$ cat src/rtl/aes_key_pkg.sv
// ---------------------------------------------------------------------------
// aes_key_pkg
//   Shared definitions for the AES-128 key-schedule sequencer and the key
//   timer side: round count, nominal timer length and the sequencer states.
//   Optional watchdog in the sequencer is enabled by KEY_SCHED_TIMEOUT_EN.
// ---------------------------------------------------------------------------
package aes_key_pkg;

   localparam int AES128_NUM_ROUNDS = 10;
   localparam int KEY_TIMER_CYC     = 8;

   typedef enum logic [2:0] {
      IDLE = 3'd0,
      WAIT = 3'd1,
      LOAD = 3'd2,
      DONE = 3'd3,
      ERR  = 3'd4
   } ks_state_e;

endpackage

$ cat src/rtl/key_sched_watchdog.sv
// ---------------------------------------------------------------------------
// key_sched_watchdog
//   Counts cycles spent waiting on the key timer. Used by key_sched_ctrl only
//   when KEY_SCHED_TIMEOUT_EN is defined.
// Ports:
//   clk, rst  : clock, synchronous active-high reset
//   clear     : zero the count (entry into the wait phase)
//   enable    : count this cycle (currently waiting)
//   expired   : this enabled cycle is the TIMEOUT_CYC-th one since clear
// ---------------------------------------------------------------------------
module key_sched_watchdog
   import aes_key_pkg::*;
#(
   parameter int TIMEOUT_CYC = 32
) (
   input  logic clk,
   input  logic rst,
   input  logic clear,
   input  logic enable,
   output logic expired
);

   localparam int CNT_W = $clog2(TIMEOUT_CYC + 1);

   logic [CNT_W-1:0] cnt_q, cnt_d;

   // Count saturates so it can never wrap back into a non-expired value.
   always_comb begin
      cnt_d = cnt_q;
      if (clear) begin
         cnt_d = '0;
      end else if (enable && (cnt_q != CNT_W'(TIMEOUT_CYC))) begin
         cnt_d = cnt_q + 1'b1;
      end
   end

   always_ff @(posedge clk) begin
      if (rst) cnt_q <= '0;
      else     cnt_q <= cnt_d;
   end

   // cnt_q holds the number of completed wait cycles, so the cycle seeing
   // TIMEOUT_CYC-1 is the one on which the count reaches TIMEOUT_CYC.
   assign expired = enable && (cnt_q == CNT_W'(TIMEOUT_CYC - 1));

endmodule

$ cat src/rtl/key_sched_ctrl.sv
// ---------------------------------------------------------------------------
// key_sched_ctrl
//   Drives the key-schedule timer: per round, holds key_enable until the timer
//   reports key_done, then strobes round_load so the key datapath latches
//   round key round_idx (1..NUM_ROUNDS). sched_done pulses after the last load.
//   Define KEY_SCHED_TIMEOUT_EN to add a wait watchdog, an ERR state and the
//   timeout_err output.
// Ports:
//   clk, rst    : clock, synchronous active-high reset
//   start       : request a full schedule (sampled only when idle or in error)
//   key_done    : timer completion (sampled only while waiting)
//   key_enable  : timer count enable
//   round_load  : one-cycle strobe, latch round key round_idx
//   round_idx   : current round number
//   busy        : any state other than IDLE
//   sched_done  : one-cycle pulse after the final round_load
//   timeout_err : watchdog expired (KEY_SCHED_TIMEOUT_EN only)
// ---------------------------------------------------------------------------
module key_sched_ctrl
   import aes_key_pkg::*;
#(
   parameter int NUM_ROUNDS  = AES128_NUM_ROUNDS,
   parameter int RIDX_W      = 4,
   parameter int TIMEOUT_CYC = 32
) (
   input  logic              clk,
   input  logic              rst,
   input  logic              start,
   input  logic              key_done,
   output logic              key_enable,
   output logic              round_load,
   output logic [RIDX_W-1:0] round_idx,
   output logic              busy,
   output logic              sched_done
`ifdef KEY_SCHED_TIMEOUT_EN
  ,output logic              timeout_err
`endif
);

   if (2**RIDX_W <= NUM_ROUNDS) begin : g_ridx_chk
      $error("key_sched_ctrl: RIDX_W too narrow for NUM_ROUNDS");
   end

   if (TIMEOUT_CYC < 1) begin : g_to_chk
      $error("key_sched_ctrl: TIMEOUT_CYC must be at least 1");
   end

   ks_state_e         state_q, state_d;
   logic [RIDX_W-1:0] ridx_q, ridx_d;
   logic              key_enable_q, round_load_q, busy_q, sched_done_q;

`ifdef KEY_SCHED_TIMEOUT_EN
   logic wd_expired;
   logic timeout_err_q;

   key_sched_watchdog #(
      .TIMEOUT_CYC (TIMEOUT_CYC)
   ) u_watchdog (
      .clk     (clk),
      .rst     (rst),
      .clear   ((state_d == WAIT) && (state_q != WAIT)),
      .enable  (state_q == WAIT),
      .expired (wd_expired)
   );
`endif

   always_comb begin
      state_d = state_q;
      ridx_d  = ridx_q;
      case (state_q)
         IDLE: begin
            if (start) begin
               state_d = WAIT;
               ridx_d  = RIDX_W'(1);
            end
         end
         WAIT: begin
            // key_done has priority over a watchdog expiring the same cycle.
            if (key_done) begin
               state_d = LOAD;
`ifdef KEY_SCHED_TIMEOUT_EN
            end else if (wd_expired) begin
               state_d = ERR;
`endif
            end
         end
         LOAD: begin
            if (ridx_q == RIDX_W'(NUM_ROUNDS)) begin
               state_d = DONE;
            end else begin
               state_d = WAIT;
               ridx_d  = ridx_q + 1'b1;
            end
         end
         DONE: state_d = IDLE;
`ifdef KEY_SCHED_TIMEOUT_EN
         ERR: begin
            if (start) begin
               state_d = WAIT;
               ridx_d  = RIDX_W'(1);
            end
         end
`endif
         default: state_d = IDLE;
      endcase
   end

   // Outputs are registered decodes of the next state, so they line up with
   // state_q on the following cycle and stay glitch-free.
   always_ff @(posedge clk) begin
      if (rst) begin
         state_q       <= IDLE;
         ridx_q        <= '0;
         key_enable_q  <= 1'b0;
         round_load_q  <= 1'b0;
         busy_q        <= 1'b0;
         sched_done_q  <= 1'b0;
`ifdef KEY_SCHED_TIMEOUT_EN
         timeout_err_q <= 1'b0;
`endif
      end else begin
         state_q       <= state_d;
         ridx_q        <= ridx_d;
         key_enable_q  <= (state_d == WAIT);
         round_load_q  <= (state_d == LOAD);
         busy_q        <= (state_d != IDLE);
         sched_done_q  <= (state_d == DONE);
`ifdef KEY_SCHED_TIMEOUT_EN
         timeout_err_q <= (state_d == ERR);
`endif
      end
   end

   assign key_enable  = key_enable_q;
   assign round_load  = round_load_q;
   assign round_idx   = ridx_q;
   assign busy        = busy_q;
   assign sched_done  = sched_done_q;
`ifdef KEY_SCHED_TIMEOUT_EN
   assign timeout_err = timeout_err_q;
`endif

endmodule

$ cat config.mk
export PLATFORM = sky130hd
export DESIGN_NAME = key_sched_ctrl
export DESIGN_NICKNAME = d
export VERILOG_FILES = /design/src/rtl/aes_key_pkg.sv /design/src/rtl/key_sched_watchdog.sv /design/src/rtl/key_sched_ctrl.sv
export SDC_FILE = /design/constraint.sdc
export NUM_CORES = 1
export LEC_CHECK = 0
export CAP_MARGIN = 30
export CORE_AREA = 2 2 39 41
export CTS_CLUSTER_DIAMETER = 50
export DETAILED_ROUTE_END_ITERATION = 12
export DIE_AREA = 0 0 41 43
export HOLD_SLACK_MARGIN = 0.1
export PLACE_DENSITY = 0.65
export SLEW_MARGIN = 20
export SYNTH_ARGS = -nofsm -noshare
export SYNTH_HDL_FRONTEND = slang
export SYNTH_HIERARCHICAL = 1
export SYNTH_SLANG_ARGS = --single-unit
$ cat constraint.sdc
create_clock -name clk -period 2.15 [get_ports clk]
set_input_delay 0.43 -clock clk [delete_from_list [all_inputs] [get_ports clk]]
set_output_delay 0.43 -clock clk [all_outputs]
set_load 0.01 [all_outputs]
### After elaboration in Yosys (flattened, before gate mapping)

Index checks and enable logic that the tools add are counted.

* flip-flop bits (word level): 11
* bits of input ports: 4
* output and inout port bits: 8
* logic and storage cells: 26

* add/sub/neg operators: 1
* eq/ne operators: 8
* mux-type cells: 7
* reduce and logical (&&, ||, !) cells: 4

Operators by type and width (number)
* $eq 3x2->1 const B: 3
* $pmux 3 s3: 1
* $mux 4: 2
* $pmux 4 s2: 1
* $eq 3x1->1 const B: 2
* $mux 3: 2
* $add 4x1->4 const B: 1
* $eq 4x4->1 const B: 1
* $ne 2x2->1 const B: 2
* $logic_not 3->1: 1
* $reduce_and 3->1: 1
* $reduce_bool 3->1: 1
* $mux 2: 1
* $reduce_bool 2->1: 1

### Longest topological paths before layout

Gate-level depths: netlist of run 1.

* depth after elaboration: 4
* mapped depth: 5
* depth with buffers taken out: 5

### Least setup slack after synthesis of run 1

No wires, ideal clock.

* path type: reg-to-reg
* from: register ridx_q[0], in the netlist round_idx[0]
* to: register ridx_q[2], in the netlist round_idx[2]
* setup time: 0.101 ns
* data arrival time: 1.532 ns
* data required time: 2.049 ns
* path slack: 0.517 ns
* cell stages (with the launch flop): 6
* path buffers: 0
* clock period less this slack: 1.633 ns
* path through: dfxtp_1 inv_1 ha_1 and4b_2 or3_1 o41ai_1

* cells in the longest elaborated chain, start to end: 3
* elaborated cells between the ends (all ways): 6
* those cells by class: add/sub: 1; eq/ne: 2; mux: 2; reduce/logical: 1

Ends and longest elaborated chain
* from (decl): RTL line key_sched_ctrl.sv:49 `logic [RIDX_W-1:0] ridx_q, ridx_d;`
* from (signal assigned): RTL line key_sched_ctrl.sv:123 `ridx_q <= ridx_d;`
* $add 4x1->4 / $eq 4x4->1 (equally long branches): RTL line key_sched_ctrl.sv:92, key_sched_ctrl.sv:88
* $mux 4 / $ne 2x2->1 (equally long branches)
* $pmux 4 s2 / $reduce_and 3->1 (equally long branches)

Parallel ways exist; a longest one is shown, timed or not. The select of a mux whose other input is x is not followed.
A chain may end at the register's enable or synchronous reset.

### Final worst setup path of run 1

* from: register ridx_q[1], in the netlist round_idx[1]
* to: output round_idx[1]

RTL lines
* to (decl): RTL line key_sched_ctrl.sv:32 `output logic [RIDX_W-1:0] round_idx,`

No word-level cell between the ends.

==> results.cfg, run 1 <==
[setup_path]
critical-path-slowest-cell = clkdlybuf4s50_1
worstSetupPathType = flip-flop to output port
cp.arrival_ns = 1.23
cp_cell_sequence = clkdlybuf4s50_1
ff2ff_path_depth = 5
cp.depth = 1
rrSetupSlack_ns = 0.49
crit_family = buffers and inverters
endpoint_kind = output port
critPathLaunchType = flip-flop
cp.buffers_inverters = 1
cpPeakStageDelay_ns = 0.56
cp.required_ns = 1.72
cp_max_fo = 5

[die]
ios = 12
die_area_sq_um = 1760
core-area_sq_um = 1380
rows = 14
fp.dieW_um = 41
chipHeight_um = 43
start_util_pct = 37.9

[pwr]
power.leakage_nw = 0.239
cellInternalPower_uw = 300
combPwrFrac_pct = 8.8
seqPwrFrac_pct = 55.1
power.total_uw = 390
p_per_area_nw_per_um2 = 580
clock_power_share_pct = 36.1
p_sw_uw = 90.8
ir_drop_uv = 328
switching_share_pct = 23.3

[worst_hold_path]
hp-class = flip-flop to flip-flop
whs_path_depth = 2

[grt]
grt_use_total_pct = 13.9
antenna_found_initial = 0
grt_start_max_net_pins = 14
grt.overflow.total = 0
grt_pass1_wl_um = 1640
first_global_vias = 399

[clocking]
clkLatencyLatePin_ns = 0.26
htreeDepth = 1
holdBufCountCts = 0
cts_setup_buffers = 0
clkTransAtPathRegs_ns = 0.07
root_buffer = clkbuf_4
cts.path.max_buffers = 2
cts_tree = built
cts_buffers = 3
cts_resized = 0
clock_sinks = 11

[place]
gp_congestion = 0.702
dp_cells = 78
port_buffers = 11
hpwl_um = 725

[finish]
final_cell_mix = 11 x dfxtp_1, 11 x clkdlybuf4s50_1, 4 x nor3_1, 4 x nor2_1
nets = 73
drive_above_1_share_pct = 13.6
seqCellArea_sq_um = 220
utilization_pct = 48.6
fill_cells = 138
syn_to_final_growth_pct = 28.4
final_cells = 82
diodes = 0
multiInputGateArea_sq_um = 293

[synthesis]
yosysWarningCount = 6
ys_ff_latch = 11
avgSynthCellArea_sq_um = 9.89
seq_area_frac_synth_pct = 42.0
synth_fp_nets = 59
synth_area_sq_um = 524
postSynthCellCount = 53
synth.distinct_cells = 29

[detailed_routing]
wirelength_um = 971
route.detailed.drc = 0
vias_per_cell = 5.33
dr.pass1.iters = 4
vias = 437
drtAntennaViolNets = 0
post_drt_wl_per_cell_um = 11.8
first_iter_violations = 3

[timing]
min_period_ns = 1.66
rsz0062_at_grt = no
clock_skew_ns = 0.00194
setup_viol = 0
fin_tns_setup_ns = 0
fin_crit_sh_pct = 77.4
slew_violations = 0
hold_viol = 0
fmax_ghz = 0.601
hold_slack_ns = 0.537

[flow_run]
cap_violations = 0

[run_status]
outcome = finished, final reports clean
-- power by group through the flow --
stage               Combinational, mW  Sequential (mW)  Clock, mW
floorplan                      0.0207            0.218          0
global placement               0.0346            0.220          0
detailed placement             0.0346            0.220          0
CTS                            0.0347            0.215      0.147
global route                   0.0378            0.216      0.154
finish                         0.0344            0.215      0.141
-- flip-flops by register name, indices dropped and copies added, names as in the netlist --
signal and count:
state_q 3, sched_done 1, round_load 1, key_enable 1
round_idx 4, busy 1
-- path summary, 6_finish.rpt --
kind	start	to
worst min-delay path	round_idx[1]	round_idx[1]
worst max-delay path	round_idx[1]	round_idx[1]
worst max register to register	round_idx[0]	round_idx[2]
worst min register to register	round_idx[1]	round_idx[1]
-- final cells by class --
| type | count | area share [%] |
|---|---|---|
| multi-input combinational | 39 | 43.5 |
| sequential | 11 | 32.7 |
| timing repair buffer | 11 | 16.4 |
| clock buffer | 4 | 3.90 |
| tap | 16 | 2.97 |
| inverter | 1 | 0.558 |
-- metal layers --
| metal | routed length (um) | vias up | part of all wire, % | track usage (%) |
|---|---|---|---|---|
| li1 | - | 227 | - | - |
| met1 | 499 | 201 | 51 | 17.3 |
| met2 | 420 | 7 | 43 | 19.1 |
| met3 | 42 | 2 | 4.3 | 4.71 |
| met4 | 9 | 0 | 0.93 | 10.0 |
| met5 | 0 | - | 0 | 0 |
-- cells by family (layout without fill, tap and decap cells) --
family | after synthesis | in the layout | synth area share, %
fa+ha+maj | 2 | 2 | 4.77
compound gates | 13 | 13 | 21.2
flops | 11 | 11 | 42.0
buf+inv | 3 | 16 | 2.15
other cells | 1 | 1 | 0.715
simple gates | 23 | 23 | 29.1
-- per-stage QoR --
step	area (sq um)	setup slack, ns
3_5_place_dp	647	0.320
4_1_cts	673	0.471
2_1_floorplan	524	0.517
3_3_place_gp	647	0.339
6_report	673	0.486
5_1_grt	673	0.349
-- cells in the mapped netlist --
master    instances  area [sq um]
a2111o_1          1          11.3
a211o_2           1          10.0
a211oi_1          1          7.51
a21oi_1           2          10.0
a21oi_2           1          8.76
a32o_1            1          10.0
and3b_1           1          8.76
and4b_2           1          11.3
and4bb_2          1          12.5
buf_1             1          3.75
clkbuf_1          1          3.75
conb_1            1          3.75
dfxtp_1          11           220
ha_1              2          25.0
inv_1             1          3.75
nand2b_1          1          6.26
nand3_1           1          5.00
nor2_1            4          15.0
nor2b_1           2          12.5
nor3_1            4          20.0
nor3b_1           3          22.5
nor4b_1           2          17.5
o21ba_2           1          10.0
o21bai_1          1          7.51
o21bai_2          1          11.3
o31ai_1           1          7.51
o41ai_1           2          17.5
or3_1             2          12.5
or3b_1            1          8.76
-- worst min-delay path: cells and delay by family (launching register included) --
family	cells	cell delay [ns]
compound gates	2	0.14
flops	1	0.35
Note: power is estimated with default switching activity, not from simulation.
==> run 2, diff against run 1 <==
==> constraint.sdc (replaced) <==
create_clock -name clk -period 1.65 [get_ports clk]
set_input_delay 0.33 -clock clk [delete_from_list [all_inputs] [get_ports clk]]
set_output_delay 0.33 -clock clk [all_outputs]
set_load 0.01 [all_outputs]
==> run 2 against run 1 <==
  * Setup slack worse by 0.42 ns
  * Sequential cell count stayed put
  * First-iteration DRC count stayed put
  * Combinational power is 60% higher
  * Die area stayed put
  * Core utilization is 3.2 points higher
  * Clock-buffer cell count stayed put
  * Worst hold slack worse by 0.020 ns
  * Via count is 8.0% higher
  * Non-clock buffer count is 4 higher
  * Register-to-register slack worse by 0.35 ns
  * Critical endpoint unchanged
  * Largest cell class unchanged
==> results.cfg, run 2 (synthesis gave the netlist of run 1 again) <==
[place]
gp_congestion = 0.740
hpwl_um = 802
dp_cells = 82
dp_slack_ns = -0.0636
port_buffers = 11

[detailed_routing]
drtAntennaViolNets = 0
wl_met1_um = 485
wl_met2_um = 523
dr.pass1.iters = 4
wl_met3_um = 35
vias = 472
wirelength_um = 1040
post_drt_wl_per_cell_um = 12.1
vias_per_cell = 5.49
route.detailed.drc = 0
first_iter_violations = 3
top_layer_used = met3

[finish]
utilization_pct = 51.8
syn_to_final_growth_pct = 36.8
final_cell_mix = 11 x clkdlybuf4s50_1, 10 x dfxtp_1, 4 x nor3_1, 4 x nor2_1, 4 x buf_4
final_cells = 86
final_common_cell = clkdlybuf4s50_1
nets = 77
diodes = 0
drive_above_1_share_pct = 22.9
largest_reg_flops = 4

[pwr]
ir_drop_uv = 378
p_per_area_nw_per_um2 = 721
power.leakage_nw = 0.267

[timing]
worst_slack_ns = 0.0703
fin_crit_sh_pct = 95.7
setup_viol = 0
hold_viol = 0
clock_skew_ns = 0.00128
min_period_ns = 1.58
fmax_ghz = 0.633
slew_violations = 0
rsz0062_at_grt = no
hold_slack_ns = 0.518
fin_tns_setup_ns = 0

[setup_path]
endpoint_kind = output port
rrSetupSlack_ns = 0.14
critPathLaunchType = flip-flop
cp.arrival_ns = 1.25
cp.required_ns = 1.32
worstSetupPathType = flip-flop to output port
cp_max_fo = 4

[clocking]
clkTransAtPathRegs_ns = 0.07
htreeDepth = 1
cts_setup_buffers = 0
cts_buffers = 3
holdBufCountCts = 0
cts.path.max_buffers = 2
clock_sinks = 11
cts_resized = 0
cts_tree = built
clkLatencyLatePin_ns = 0.26
root_buffer = clkbuf_4

[die]
die_area_sq_um = 1760
ios = 12
rows = 14
fp.dieW_um = 41
core-area_sq_um = 1380
start_util_pct = 37.9
chipHeight_um = 43

[grt]
antenna_found_initial = 0
grt_pass1_wl_um = 1690
first_global_vias = 423
grt.overflow.total = 0
grt_start_max_net_pins = 14
grt_use_total_pct = 14.1

[flow_run]
cap_violations = 0

[run_status]
outcome = finished, final reports clean

[worst_hold_path]
hp-class = flip-flop to flip-flop
[run 2: cell count changes in the layout (fill, tap and decap cells not counted)]
cell and change:
dfxtp_2 +1, dfxtp_1 -1, o41ai_2 +1, or3_4 +1
buf_4 +4, o41ai_1 -1, or3_1 -1
[run 2: per-stage QoR]
stage	power (mW)	cell area, sq um
2_1_floorplan	0.312	524
3_3_place_gp	0.339	677
3_5_place_dp	0.340	677
4_1_cts	0.525	703
5_1_grt	0.549	717
6_report	0.517	717
[run 2: per-layer routing]
layer / track usage, % / vias up
met5: 0 / -
met2: 22.5 / 10
met1: 16.3 / 224
met4: 8.00 / 0
met3: 3.14 / 0
li1: - / 238
[run 2: final timing paths]
check                           cells past startpoint          from      endpoint
worst max-delay path                                2  round_idx[1]  round_idx[1]
worst min-delay path                                2  round_idx[0]  round_idx[0]
worst max register to register                      5  round_idx[0]  round_idx[0]
worst min register to register                      2  round_idx[0]  round_idx[0]
[run 2: cell type report]
class                           count  area [sq um]
Clock buffer                        4          26.3
Fill cell                         150           667
Multi-Input combinational cell     39           305
Tap cell                           16          20.0
Inverter                            1          3.75
Sequential cell                    11           221
Timing Repair Buffer               15           140
[run 2: worst max-delay path, cell delays in order, from the launching register on]
cell             delay (ns)
dfxtp_1                0.34
buf_4                  0.13
clkdlybuf4s50_1        0.52
[run 2: report_power, final]
group	internal [mW]	switching (mW)	total, mW
clock network	0.0934	0.0889	0.182
logic	0.0319	0.0232	0.0551
registers	0.272	0.00750	0.280
total	0.398	0.120	0.517
